$ cat src/rtl/sipo_deser.sv
// Serial-in/parallel-out deserializer with a one-word output buffer.
// Words leave over a valid/ready handshake; a sticky flag marks any dropped word.
module sipo_deser #(
  parameter int WIDTH     = 4,
  parameter bit MSB_FIRST = 1'b1
) (
  input  logic             clk,
  input  logic             rst_n,
  input  logic             si,
  input  logic             si_valid,
  input  logic             sync,
  output logic [WIDTH-1:0] po,
  output logic             po_valid,
  input  logic             po_ready,
  output logic             busy,
  output logic             overflow,
  input  logic             ovf_clr
);

  localparam int CW = (WIDTH > 8) ? $clog2(WIDTH) : 3;
  localparam logic [CW-1:0] LAST = CW'(WIDTH - 1);
  localparam logic [CW-1:0] ONE  = CW'(1);

  logic [WIDTH-1:0] sh_q, sh_d;
  logic [CW-1:0]    cnt_q, cnt_d;
  logic [WIDTH-1:0] po_q, po_d;
  logic             pov_q, pov_d;
  logic             ovf_q, ovf_d;

  logic [CW-1:0]    base;
  logic [WIDTH-1:0] src;
  logic [WIDTH-1:0] word;
  logic             done;
  logic             free;
  logic             drop;

  // Shift stage; sync restarts the word so the current bit becomes bit 0
  always_comb begin
    base  = sync ? '0 : cnt_q;
    src   = sync ? '0 : sh_q;
    word  = MSB_FIRST ? {src[WIDTH-2:0], si}
                      : {si, src[WIDTH-1:1]};
    done  = si_valid && (base == LAST);
    sh_d  = sh_q;
    cnt_d = cnt_q;
    if (si_valid) begin
      sh_d  = word;
      cnt_d = done ? '0 : base + ONE;
    end else if (sync) begin
      sh_d  = '0;
      cnt_d = '0;
    end
  end

  // Output buffer: a word loads when the slot is empty or draining now
  always_comb begin
    free  = !pov_q || po_ready;
    drop  = done && !free;
    po_d  = po_q;
    pov_d = pov_q;
    if (done && free) begin
      po_d  = word;
      pov_d = 1'b1;
    end else if (pov_q && po_ready) begin
      pov_d = 1'b0;
    end
    ovf_d = ovf_q;
    if (drop) begin
      ovf_d = 1'b1;
    end else if (ovf_clr) begin
      ovf_d = 1'b0;
    end
  end

  // State registers
  always_ff @(posedge clk or negedge rst_n) begin
    if (!rst_n) begin
      sh_q  <= '0;
      cnt_q <= '0;
      po_q  <= '0;
      pov_q <= 1'b0;
      ovf_q <= 1'b0;
    end else begin
      sh_q  <= sh_d;
      cnt_q <= cnt_d;
      po_q  <= po_d;
      pov_q <= pov_d;
      ovf_q <= ovf_d;
    end
  end

  assign po       = po_q;
  assign po_valid = pov_q;
  assign overflow = ovf_q;
  assign busy     = (cnt_q != '0);

endmodule

$ cat config.mk
export PLATFORM = sky130hd
export DESIGN_NAME = sipo_deser
export DESIGN_NICKNAME = d
export VERILOG_FILES = /design/src/rtl/sipo_deser.sv
export SDC_FILE = /design/constraint.sdc
export NUM_CORES = 1
export LEC_CHECK = 0
export CAP_MARGIN = 30
export CORE_AREA = 2 2 39 41
export DETAILED_ROUTE_END_ITERATION = 16
export DIE_AREA = 0 0 41 43
export GPL_ROUTABILITY_DRIVEN = 1
export PLACE_DENSITY = 0.75
export SETUP_SLACK_MARGIN = 0.3
export SYNTH_ARGS = -nofsm -noshare
export SYNTH_HDL_FRONTEND = slang
export SYNTH_SLANG_ARGS = --single-unit
export TNS_END_PERCENT = 5
$ cat constraint.sdc
create_clock -name clk -period 1.99 [get_ports clk]
set_input_delay 0.398 -clock clk [delete_from_list [all_inputs] [get_ports clk]]
set_output_delay 0.398 -clock clk [all_outputs]
set_load 0.05 [all_outputs]
# After elaboration in Yosys (flattened, before gate mapping)
# Cells that the tools add are included.
# op_classes
eq_ne	1
n_mul	0
bitwise	0
add_sub_neg	1
n_reduce_logical	10
n_lt_le_gt_ge	0
div	0
n_shift	0
mux	9
# ops
cell	n
$mux W3	5
$logic_and A1 B1 Y1	4
$mux W1	4
$reduce_bool A2 Y1	2
$add A3 B1 Y3 const B	1
$eq A3 B2 Y1 const B	1
$reduce_bool A3 Y1	1
$logic_not A1 Y1	2
$logic_or A1 B1 Y1	1
# word_totals
inputBits	7
reg_bits	12
ram_bits	0
wordCells	26
latchBits	0
mem_count	0
romBits	0
output_inout_bits	7

# Longest topological paths before layout
# logic_depth
word_depth	5
ltp_mapped	5
mapped_depth_nobuf	5

# Least setup slack after synthesis
# No wires, ideal clock.
# synth_timing
path_type	in2reg
start	input sync
end	register po_q[0] (netlist: po[0])
cell_stages	5
slack_ns	0.389
setup_time_ns	0.125
n_path_buf	0
arrival_time_ns	1.476
required_ns	1.865
cell_sequence	and2b_1 -> ha_1 -> nand2_1 -> nor3b_4 -> mux2_2
# synth_between
elab_chain_len	4
# synth_rtl
element	line_no	rtl
start: declaration	11	input logic sync,
$mux W3	n/a	
$eq A3 B2 Y1	43	done = si_valid && (base == LAST);
$logic_and A1 B1 Y1	43	
$logic_and A1 B1 Y1	61	if (done && free) begin
end signal: assignment	86	po_q <= po_d;
end: declaration	26	logic [WIDTH-1:0] po_q, po_d;
# No other way between the ends.
# A chain may end at the register's enable or synchronous reset.

# Final worst setup path
# layout_timing
start	register po_q[2] (netlist: po[2])
end	output po[2]
# layout_rtl
element	line_no	rtl
end: declaration	12	output logic [WIDTH-1:0] po,
# No word-level cell between the ends.

==> flow_summary.yaml <==
status:
  outcome: "finished, final reports clean"
layout:
  n_fill_cell: 120
  design_area_um2: 768
  drive_gt1_share_pct: 25.4
  area_growth_pct: 41.5
  layout_commonest_cell: "dfrtp_1"
  nets: 77
  layout_common_cells: "dfrtp_1, clkdlybuf4s50_1, buf_4, nor2_1, mux2i_1"
  antenna_cells: 0
setup_path:
  crit_chain: "clkdlybuf4s50_1"
  cp.depth: 1
  rr_worst_depth: 6
  critPathMaxStageDelay_ns: 0.80
  rrSetupSlack_ns: 0.40
  crit_end: "po[2]"
  start_kind: "flip-flop"
  end_kind: "output pin"
  arrival_ns: 1.41
  cp_top_family: "buffers and inverters"
  cp_data_required_time_ns: 1.59
  crit_fanout: 2
  r2r_end: "po[3]"
  crit_path_top_delay_cell: "clkdlybuf4s50_1"
  path_buf_inv: 1
  critical_path_class: "reg -> out"
  r2r_start: "cnt_q[1]"
  critPathLaunch: "po[2]"
yosys:
  netlist_top_cells_area: "dfrtp_1, mux2i_1, mux2_2"
  synth-seq-cells: 12
  synth.largest_area_cell: "dfrtp_1"
  synth_fp_nets: 54
  yosysSeqAreaShare_pct: 55.3
  synth_top_area_share_pct: 55.3
  ys_types: 19
  netlist_area_um2: 543
  ys_warn_count: 0
  synthCells: 46
  synth.avg_cell_area_um2: 11.8
grt:
  grt_pass1_wl_um: 1610
  grt_util_all_layers_pct: 13.9
  antenna_found_initial: 0
  grt_start_max_net_pins: 13
  grt-ovfl-total: 0
  grt_pass1_vias: 398
pwr:
  pwr-share-clk_pct: 22.2
  power_mw: 0.634
  p_sw_mw: 0.210
  max-vdd-ir-drop_mv: 0.636
  internal_power_mw: 0.424
  pwr-share-comb_pct: 32.7
  p_sw_share_pct: 33.1
  leakage_nw: 0.376
  share_seq_of_total_power_pct: 45.2
  power_density_nw_per_um2: 825
job:
  drv_cap: 0
cts:
  cts_root_buf: "clkbuf_4"
  ctsHtreeMaxLevel: 1
  cts.sinks: 12
  clock_latency_ns: 0.26
  clk_pin_slew_worst_paths_ns: 0.07
  clockBufferDepth: 2
  cts_tree: "yes"
  numCtsBuffers: 3
min_path:
  min_path_type: "in -> async"
place:
  port_buffers: 13
  place.gp.congestion: 0.699
  placed_cell_area_um2: 721
  dp_hpwl_um: 781
drt:
  viasPerCell: 4.73
  drt-total-wl_um: 1000
  dr.first_iter.drc_count: 2
  vias: 393
  drtPass1Iterations: 4
  drc: 0
  ant_nets: 0
  post_drt_wl_per_cell_um: 12.1
sta:
  finalHoldViolCount: 0
  setup_tns_ns: 0
  setup_viol: 0
  worstMarginPinSlew_ns: 0.529
  period_minus_slack_ns: 1.81
  rsz0062_at_grt: "yes"
  period_share_pct: 91.0
  slew_viol_final: 0
  max_slew_margin_pct: 64.6
  skew_ns: 0.00149
  clock.fmax_ghz: 0.552
  whs_ns: 0.482
floorplan:
  die_y_um: 43
  core-area_um2: 1380
  pin_count: 14
  die_area_um2: 1760
  die_w_um: 41
  core.rowCount: 14
  start_util_pct: 39.2
worst min path at each step:
stage               startpoint        to  slack [ns]  depth (start not counted)
finish                   rst_n     po[3]        0.48                          1
global route             rst_n  po_valid        0.51                          1
CTS                      rst_n   sh_q[1]        0.49                          1
detailed placement       po[2]     po[2]        0.50                          1
global placement         po[0]     po[0]        0.49                          1
floorplan                rst_n  cnt_q[0]        0.10                          0
synth_stat cells:
master / instances
dfrtp_1: 12
nor2_1: 5
mux2i_1: 4
and2b_1: 3
mux2_2: 3
nand2_1: 3
nand2b_1: 3
inv_1: 2
a21oi_1: 1
buf_4: 1
ha_1: 1
nand3_1: 1
nor2b_1: 1
nor2b_2: 1
nor3b_4: 1
o21ai_0: 1
o22ai_1: 1
or3_1: 1
xnor2_1: 1
routing by layer:
layer / vias to the layer above / share of wire, % / GRT usage, %
li1: 195 / - / -
met1: 189 / 42 / 16.4
met2: 9 / 54 / 21.9
met3: 0 / 3.3 / 3.14
met4: 0 / 0 / 8.00
met5: - / 0 / 0
power by group through the flow:
stage          clock [mW]  combinational [mW]  sequential (mW)
6_report            0.140               0.207            0.286
5_1_grt             0.164               0.219            0.289
4_1_cts             0.146               0.211            0.287
3_5_place_dp            0               0.204            0.292
3_3_place_gp            0               0.200            0.288
2_1_floorplan           0              0.0603            0.354
sequential cells by signal (all words and copies together) (netlist names):
register and cells:
sh_q 3, po_valid 1, overflow 1, cnt_q 3, po 4
cell type report:
class	instances	area, um2	share of cell area (%)
inverters	2	7.51	0.977
repair buffers	19	178	23.1
clock buffers	3	22.5	2.93
flip-flops and latches	12	300	39.1
well taps	16	20.0	2.61
multi-input cells	31	240	31.3
kinds of logic (layout without fill, tap and decap cells):
family | after synthesis | after routing | synth area share, %
AND/OR/NAND/NOR | 19 | 19 | 21.4
XOR/XNOR | 1 | 1 | 1.61
AO/OA/AOI/OAI | 3 | 3 | 2.99
adder cells (fa/ha/maj) | 1 | 1 | 2.30
flip-flops | 12 | 12 | 55.3
multiplexers | 7 | 7 | 13.6
buffers and inverters | 3 | 24 | 2.77
timing repair:
item | 4_1_cts | 5_1_grt
setup endpoints to repair | 10 | 7
resized for setup | 6 | 1
hold buffers | 0 | 0
setup buffers | 1 | 0
pin swaps | 1 | 0
gates cloned | 0 | 0
stage by stage:
| step | cells | setup WS, ns | util, % |
|---|---|---|---|
| floorplan | 46 | 0.389 | - |
| global placement | 79 | -0.132 | 52.1 |
| detailed placement | 79 | -0.199 | 52.1 |
| CTS | 83 | 0.144 | 55.3 |
| global route | 83 | 0.122 | 55.5 |
| finish | 83 | 0.178 | 55.5 |
(Power assumes the default switching activity.)
